--- src/rtl/pipelined_adder.sv ---
// rtl/pipelined_adder.sv - pipelined ripple-carry adder/subtractor, one CW-bit slice per stage
// Optional PIPELINED_ADDER_SAT_EN: signed saturation of sum on overflow.
module pipelined_adder #(
  parameter int WIDTH  = 16,
  parameter int STAGES = 4
) (
  input  logic             clk,
  input  logic             rst_n,
  input  logic             in_valid,
  output logic             in_ready,
  input  logic [WIDTH-1:0] a,
  input  logic [WIDTH-1:0] b,
  input  logic             cin,
  input  logic             sub,
  output logic             out_valid,
  input  logic             out_ready,
  output logic [WIDTH-1:0] sum,
  output logic             cout,
  output logic             ovf
);

  localparam int CW = WIDTH / STAGES;
  localparam int L  = STAGES - 1;

  logic en;

  logic [WIDTH-1:0] a_q [STAGES];
  logic [WIDTH-1:0] b_q [STAGES];
  logic [WIDTH-1:0] s_q [STAGES];
  logic             c_q [STAGES];
  logic             v_q [STAGES];
  logic             ovf_q;

  logic [WIDTH-1:0] a_in [STAGES];
  logic [WIDTH-1:0] b_in [STAGES];
  logic [WIDTH-1:0] s_in [STAGES];
  logic [WIDTH-1:0] s_nx [STAGES];
  logic             c_in [STAGES];
  logic             v_in [STAGES];
  logic [CW:0]      part [STAGES];

  logic             msb_cin;
  logic             ovf_nx;
  logic [WIDTH-1:0] sum_nx;
  logic             unused_sink;

  assign en        = !v_q[L] || out_ready;
  assign in_ready  = en;
  assign out_valid = v_q[L];
  assign sum       = s_q[L];
  assign cout      = c_q[L];
  assign ovf       = ovf_q;

  // Stage k sees the operands of stage k-1 (skew) and adds only its own slice.
  always_comb begin
    a_in[0] = a;
    b_in[0] = b ^ {WIDTH{sub}};
    c_in[0] = sub | cin;
    v_in[0] = in_valid & en;
    s_in[0] = '0;
    for (int k = 1; k < STAGES; k++) begin
      a_in[k] = a_q[k-1];
      b_in[k] = b_q[k-1];
      c_in[k] = c_q[k-1];
      v_in[k] = v_q[k-1];
      s_in[k] = s_q[k-1];
    end
    for (int k = 0; k < STAGES; k++) begin
      part[k] = {1'b0, a_in[k][k*CW +: CW]} + {1'b0, b_in[k][k*CW +: CW]}
              + {{CW{1'b0}}, c_in[k]};
      s_nx[k] = s_in[k];
      s_nx[k][k*CW +: CW] = part[k][CW-1:0];
    end
  end

  // Carry into the MSB recovered from the MSB sum bit and its operand bits.
  always_comb begin
    msb_cin = a_in[L][WIDTH-1] ^ b_in[L][WIDTH-1] ^ s_nx[L][WIDTH-1];
    ovf_nx  = msb_cin ^ part[L][CW];
`ifdef PIPELINED_ADDER_SAT_EN
    if (ovf_nx) begin
      sum_nx = a_in[L][WIDTH-1] ? {1'b1, {(WIDTH-1){1'b0}}} : {1'b0, {(WIDTH-1){1'b1}}};
    end else begin
      sum_nx = s_nx[L];
    end
`else
    sum_nx = s_nx[L];
`endif
  end

  always_ff @(posedge clk) begin
    if (!rst_n) begin
      for (int k = 0; k < STAGES; k++) begin
        a_q[k] <= '0;
        b_q[k] <= '0;
        s_q[k] <= '0;
        c_q[k] <= 1'b0;
        v_q[k] <= 1'b0;
      end
      ovf_q <= 1'b0;
    end else if (en) begin
      for (int k = 0; k < STAGES; k++) begin
        a_q[k] <= a_in[k];
        b_q[k] <= b_in[k];
        s_q[k] <= (k == L) ? sum_nx : s_nx[k];
        c_q[k] <= part[k][CW];
        v_q[k] <= v_in[k];
      end
      ovf_q <= ovf_nx;
    end
  end

  // Consumed operand bits below each slice and the last skew stage are dead.
  always_comb begin
    unused_sink = 1'b0;
    for (int k = 0; k < STAGES; k++) begin
      unused_sink = unused_sink ^ (^a_q[k]) ^ (^b_q[k]);
    end
  end

endmodule

--- config.mk ---
export PLATFORM = sky130hd
export DESIGN_NAME = pipelined_adder
export DESIGN_NICKNAME = d
export VERILOG_FILES = /design/src/rtl/pipelined_adder.sv
export SDC_FILE = /design/constraint.sdc
export NUM_CORES = 1
export LEC_CHECK = 0
export CAP_MARGIN = 20
export CORE_MARGIN = 3
export CORE_UTILIZATION = 44
export CTS_CLUSTER_DIAMETER = 120
export CTS_CLUSTER_SIZE = 30
export DETAILED_ROUTE_END_ITERATION = 8
export PLACE_DENSITY_LB_ADDON = 0.15
export SLEW_MARGIN = 5
export SYNTH_ARGS = -nofsm -noshare
export SYNTH_HDL_FRONTEND = slang
export SYNTH_SLANG_ARGS = --single-unit
--- constraint.sdc ---
create_clock -name clk -period 4.6 [get_ports clk]
set_input_delay 0.46 -clock clk [delete_from_list [all_inputs] [get_ports clk]]
set_output_delay 0.46 -clock clk [all_outputs]
set_load 0.1 [all_outputs]
# == After elaboration in Yosys (flattened, before gate mapping) ==
# Memory sizes are Yosys's and may differ from the RTL's.
# Index checks and enable logic that the tools add are counted.
# totals
regBits,1
ram_bits,200
inputBits,38
out_inout_bits,20
elab_cells,66
memories,5
# op_classes
addsub,8
n_mux,24
n_bitwise,26
n_reduce_logical,2
# mem_list
name,words,width,rd,rd_clocked_by_memory_dff,wr,line,source
a_q,4,16,3,0,4,27,logic [WIDTH-1:0] a_q [STAGES];
b_q,4,16,3,0,4,28,logic [WIDTH-1:0] b_q [STAGES];
s_q,4,16,4,0,4,29,logic [WIDTH-1:0] s_q [STAGES];
c_q,4,1,4,0,4,30,logic c_q [STAGES];
v_q,4,1,4,0,4,31,logic v_q [STAGES];
# ops
op,n
16-bit two-way mux,12
1-bit OR,21
4-bit by 4-bit adder with 5-bit output,4
5-bit by 1-bit adder with 5-bit output,4
16-bit XOR,1
1-bit two-way mux,12
1-bit XOR,3
1-bit bitwise AND,1
1-bit zero test,1
1-bit logical OR,1

# == Depth between registers and ports, before layout ==
# Gate-level depths: netlist of the first run.
# An unclocked memory read counts as a cell.
# logic_depth
word_depth,7
ltp_mapped,8
depth_no_buf,6

# == Worst setup path before layout of the first run ==
# OpenSTA, ideal clock, no wires.
# synth_path
path_kind,flip-flop to flip-flop
startpoint,"mem v_q[3][0], in the netlist v_q[0][3]"
endpoint,"mem a_q[0][10], enable pin"
setup_ns,1.133
t_arrival_ns,3.303
t_required_ns,3.467
setup_slack_ns,0.164
stages_incl_launch_ff,2
path_cell_list,edfxtp_1 -> nand3b_1
# synth_rtl
element,line
from (decl),31
to (decl),27

==> reports/qor.csv, run 1 <==
metric,value,unit
outcome,"finished, final reports clean",
fin crit period,2790,ps
Row Count,35,
VDD IR max,0.199,mV
register area share after synthesis,0.683,
final setup fails,0,
"slowest stage delay, CP",610,ps
"Slew Viols, Final",0,
"most common cell after layout, fill and taps aside",edfxtp_1,
post-cts sizing count,0,
critical path class,primary input to flop,
CP Capture Type,flop,
initial antenna violation count,0,
Lkg Pwr,2.25,nW
Final Cycle Share,0.607,
synthesized flop and latch total,97,
"Reg clk slew, reported paths",90,ps
CP Launch Type,primary input,
fillers,800,
Unique masters post-synth,23,
die area,10900,µm²
Residual DRC,0,
clock root cell,clkbuf_8,
RD Place Congestion,0.729,
Util after Layout,0.547,
WL final,5.97,mm
RSZ-0062 raised after global routing,false,
crit-path leading delay family,buffers and inverters,
syn_nets,346,
Post-DRT Antenna Nets,0,
area grow syn2layout,20.1,%
CP Cell Sequence,"clkdlybuf4s50_1, buf_4, or2_2, fa_1, fa_1, a21o_1, a21oi_1, nor2_1",
Least-Margin Pin Slew,978,ps
footprint of the multi-input gates,1210,µm²
total negative slack,0,ps
total core area,9330,µm²
clk sinks,97,
layout cell share with drive strength beyond 1,0.0754,
vias in the first global route,2230,
"commonest cells after routing, fill and taps aside","96 x edfxtp_1, 70 x and3_1, 56 x clkdlybuf4s50_1",
Starting Density,0.456,
Layout Skew,9.22,ps
Mapped Cells,288,
WP buf/inv,2,
via-per-instance ratio,4.86,
die span in x,104,µm
n_diodes,0,
Storage cell area,2900,µm²
"slowest stage cell, crit path",clkdlybuf4s50_1,
largest net degree at the start of global routing,97,
max frequency,358,MHz
WL/cell,12.6,µm
clk_lat worst skew,350,ps
Hold/Removal Path Class,flop to flop,
headroom to the max-slew limit,0.346,
CP max FO,10,
detailed-placement wirelength estimate,3.54,mm
Post-Synthesis Cell Area,4250,µm²
postcts setup bufs,0,
total gr overflow,0,
num ports,58,
H-Tree Depth,3,
Post-Syn Area per Cell,14.8,µm²
cts bufs inserted,9,
Die H,104,µm
Crit path arrival time,2890,ps
CP dominant cell by count,fa_1,
first-pass GRT wire length,10.2,mm
Pwr per Cell Area,350,nW/µm²
Tot GR Track Use,0.116,
Synth warnings,0,
via count,2304,
Starting DRT DRC Count,104,
clk buf depth,2,
Fin. Hold Viols,0,
clock tree from TritonCTS,built,
CP required,4700,ps
final net count,398,
Max-cap violations,0,
1st-pass router iterations,4,
# hold bufs at CTS,0,
IO Port Bufs,57,
cells in the mapped netlist:
cell type | number | share of area
inv_1 | 8 | 0.0071
xnor2_1 | 15 | 0.031
dfxtp_1 | 1 | 0.0047
and3_1 | 70 | 0.10
xor2_1 | 8 | 0.016
buf_4 | 6 | 0.011
a21oi_1 | 7 | 0.0082
nor2b_1 | 4 | 0.0059
a21oi_2 | 2 | 0.0041
nand2b_1 | 1 | 0.0015
nand2_4 | 1 | 0.0026
ha_1 | 12 | 0.035
buf_2 | 5 | 0.0059
edfxtp_1 | 96 | 0.68
nor3_1 | 2 | 0.0024
nand3b_1 | 1 | 0.0018
clkbuf_1 | 8 | 0.0071
clkbuf_2 | 1 | 0.0012
or2_2 | 1 | 0.0015
nor2_1 | 22 | 0.019
o21ai_0 | 3 | 0.0035
fa_1 | 8 | 0.038
a21o_1 | 6 | 0.011
sequential cells by signal (all words and copies together), names as in the netlist:
signal	count
b_q	24
a_q	24
v_q	4
s_q	40
ovf	1
c_q	4
metal layers:
layer / track usage / vias up / share of wire
met5: 0 / - / 0
met4: 0.0494 / 0 / 0.014
met3: 0.0329 / 7 / 0.047
met2: 0.187 / 53 / 0.47
met1: 0.147 / 1096 / 0.47
li1: - / 1148 / -
power breakdown:
group          internal (mW)  leakage, nW  total [mW]  switching [mW]
clock network          0.200       0.0822       0.494           0.294
registers               1.04         1.15        1.06          0.0169
logic                 0.0975         1.02       0.235           0.138
logic make-up after synthesis:
group	Yosys count	share of synthesized area
AND/OR/NAND/NOR	102	0.138
flip-flops	97	0.683
buffers and inverters	28	0.0318
XOR/XNOR	23	0.0474
adder cells (fa/ha/maj)	20	0.0730
AO/OA/AOI/OAI	18	0.0265
area by class of cell:
class / count / area share
clock buffers: 9 / 0.0243
multi-input cells: 163 / 0.238
clock inverters: 7 / 0.0105
well taps: 129 / 0.0316
inverters: 8 / 0.00589
flip-flops and latches: 97 / 0.569
repair buffers: 61 / 0.121
worst register-to-register path: cells and delay by family, from the launching register on:
| kind | cells | cell delay [ps] |
|---|---|---|
| flops | 1 | 400 |
| compound gates | 3 | 450 |
| fa+ha+maj | 2 | 900 |
| xor+xnor | 1 | 140 |
metrics by stage:
| stage | setup slack (ps) | hold slack [ps] | cell area (µm²) | std cells | total power [mW] |
|---|---|---|---|---|---|
| floorplan | 164 | 528 | 4250 | 288 | 1.24 |
| global placement | 1460 | 531 | 4900 | 457 | 1.31 |
| detailed placement | 1420 | 535 | 4900 | 457 | 1.31 |
| CTS | 1800 | 554 | 5070 | 473 | 1.81 |
| global route | 1690 | 574 | 5100 | 474 | 1.87 |
| finish | 1810 | 554 | 5100 | 474 | 1.79 |
path summary, 6_finish.rpt:
| kind | from | to | slack, ps | cells past startpoint |
|---|---|---|---|---|
| max | sub | c_q[0][0] | 1810 | 8 |
| min | s_q[0][41] | s_q[0][57] | 550 | 1 |
| max reg2reg | a_q[0][44] | ovf | 2580 | 6 |
| min reg2reg | s_q[0][41] | s_q[0][57] | 550 | 1 |
Power figures use the tool's default switching activity.
==> run 2, diff against run 1 <==
Clock period 4.6 ns to 2.9 ns, I/O delays scaled along.
==> reports/qor.csv, run 2 (synthesis results as in run 1) <==
metric,value,unit,change
outcome,"finished, final reports clean",,
max reg flops,40,,unchanged
Max-cap violations,0,,unchanged
fin worst setup slack,691,ps,-1110 ps
clock tree from TritonCTS,built,,
layout cell share with drive strength beyond 1,0.135,,+0.0593
"most common cell after layout, fill and taps aside",edfxtp_1,,
WL final,6.21,mm,+4.0%
CP Capture Type,flop,,
Starting Density,0.456,,unchanged
Biggest register,s_q,,
total core area,9330,µm²,unchanged
crit-path leading delay family,adder cells,,
final setup fails,0,,unchanged
RD Place Congestion,0.763,,+4.7%
Placement Setup Slack,288,ps,-1130 ps
fin crit period,2210,ps,
Hold Path Sink,b_q[0][28],,
clk buf depth,2,,unchanged
final instance area,5110,µm²,about the same
Layout Skew,9.92,ps,+0.696 ps
Hold/Removal Path Class,flop to flop,,
RR Endpoint,ovf,,
CP Launch Type,primary input,,
"commonest cells after routing, fill and taps aside","96 x edfxtp_1, 70 x and3_1, 36 x clkdlybuf4s50_1",,
R2R setup slack,890,ps,-1690 ps
Residual DRC,0,,unchanged
Final Cycle Share,0.762,,
Pwr per Cell Area,560,nW/µm²,+60%
# hold bufs at CTS,0,,unchanged
1st-pass router iterations,4,,unchanged
IO Port Bufs,57,,unchanged
clk_lat worst skew,350,ps,about the same
"Cell Area, Placed",4930,µm²,+0.66%
Lkg Pwr,2.33,nW,+3.2%
initial antenna violation count,0,,unchanged
Least-Margin Pin Slew,714,ps,-264 ps
Regs by FF count,"s_q: 40 flops, a_q: 24 flops, b_q: 24 flops",,
Fin. Hold Viols,0,,unchanged
critical path class,primary input to flop,,
postcts setup bufs,0,,unchanged
total negative slack,0,ps,unchanged
post-cts sizing count,0,,unchanged
total gr overflow,0,,unchanged
vias in the first global route,2278,,+2.2%
r2r startpoint,a_q[0][44],,
via-per-instance ratio,4.79,,-1.5%
die span in x,104,µm,unchanged
VDD IR max,0.236,mV,+18%
footprint of the multi-input gates,1210,µm²,unchanged
"slowest stage cell, crit path",clkdlybuf4s50_1,,
n_diodes,0,,unchanged
num ports,58,,unchanged
first-pass GRT wire length,10.6,mm,+4.7%
H-Tree Depth,3,,unchanged
die area,10900,µm²,unchanged
Tot GR Track Use,0.122,,+0.00607
overall power,2.86,mW,+60%
"slowest stage delay, CP",490,ps,-120 ps
Starting DRT DRC Count,96,,-7.7%
final net count,403,,+1.3%
Storage cell area,2900,µm²,unchanged
"Reg clk slew, reported paths",90,ps,about the same
max frequency,453,MHz,
CP dominant cell by count,fa_1,,
cts bufs inserted,9,,unchanged
fillers,801,,+0.13%
clk sinks,97,,unchanged
WP buf/inv,1,,-1
largest net degree at the start of global routing,73,,-25%
CP max FO,4,,-6
Row Count,35,,unchanged
RSZ-0062 raised after global routing,false,,
Die H,104,µm,unchanged
headroom to the max-slew limit,0.523,,+0.177
hold_sp,b_q[0][12],,
clock root cell,clkbuf_8,,
Crit path arrival time,2310,ps,-580 ps
CP required,3000,ps,-1700 ps
area grow syn2layout,20.2,%,about the same
"Slew Viols, Final",0,,unchanged
via count,2288,,-0.69%
detailed-placement wirelength estimate,4.05,mm,+14%
CP Cell Sequence,"clkdlybuf4s50_1, or2_2, fa_1, fa_1, a21o_1, a21oi_1, nor2_1",,
WL/cell,13.0,µm,+3.1%
R2R depth,6,,unchanged
worst hold stages,1,,unchanged
Post-DRT Antenna Nets,0,,unchanged
run 2: cell types whose count changed in the layout (fill, tap and decap cells not counted), sizes merged, moves of 2 or more:
cell,delta
buf,+25
clkdlybuf4s50,-20
clkbuf,+3
clkinvlp,-2
inv,-2
run 2: power by group:
| group | internal [mW] | switching (mW) | leakage [nW] | total [mW] |
|---|---|---|---|---|
| clock | 0.394 | 0.415 | 0.0864 | 0.809 |
| combinational | 0.153 | 0.221 | 1.09 | 0.374 |
| sequential | 1.65 | 0.0268 | 1.15 | 1.67 |
| total | 2.19 | 0.663 | 2.33 | 2.86 |
run 2: cell type report:
cell class                      count  area share
Multi-Input combinational cell    163       0.238
Sequential cell                    97       0.568
Clock inverter                      3     0.00833
Clock buffer                       12      0.0265
Tap cell                          129      0.0316
Timing Repair Buffer               66       0.122
Inverter                            8     0.00588
run 2: layer usage:
layer,wire (µm),share of wire,global-route usage,vias to the layer above
met3,277,0.045,0.0335,10
met1,2880,0.46,0.163,1068
li1,-,-,-,1159
met4,138,0.022,0.0608,0
met5,0,0,0,-
met2,2920,0.47,0.185,51
run 2: how the worst max path moves through the flow:
stage,slack [ps],depth (start not counted),startpoint,endpoint
6_report,690,7,sub,c_q[0][0]
5_1_grt,600,7,sub,c_q[0][0]
4_1_cts,670,7,sub,c_q[0][0]
3_5_place_dp,290,7,sub,c_q[0][0]
3_3_place_gp,320,7,sub,c_q[0][0]
2_1_floorplan,-1540,1,v_q[0][3],a_q[0][10]
run 2: metrics by stage:
stage | util | hold slack (ps) | cells
after global placement | 0.528 | 531 | 463
after global routing | 0.547 | 566 | 478
final | 0.547 | 551 | 478
after CTS | 0.547 | 551 | 478
after detailed placement | 0.528 | 536 | 463
after floorplan | - | 507 | 288
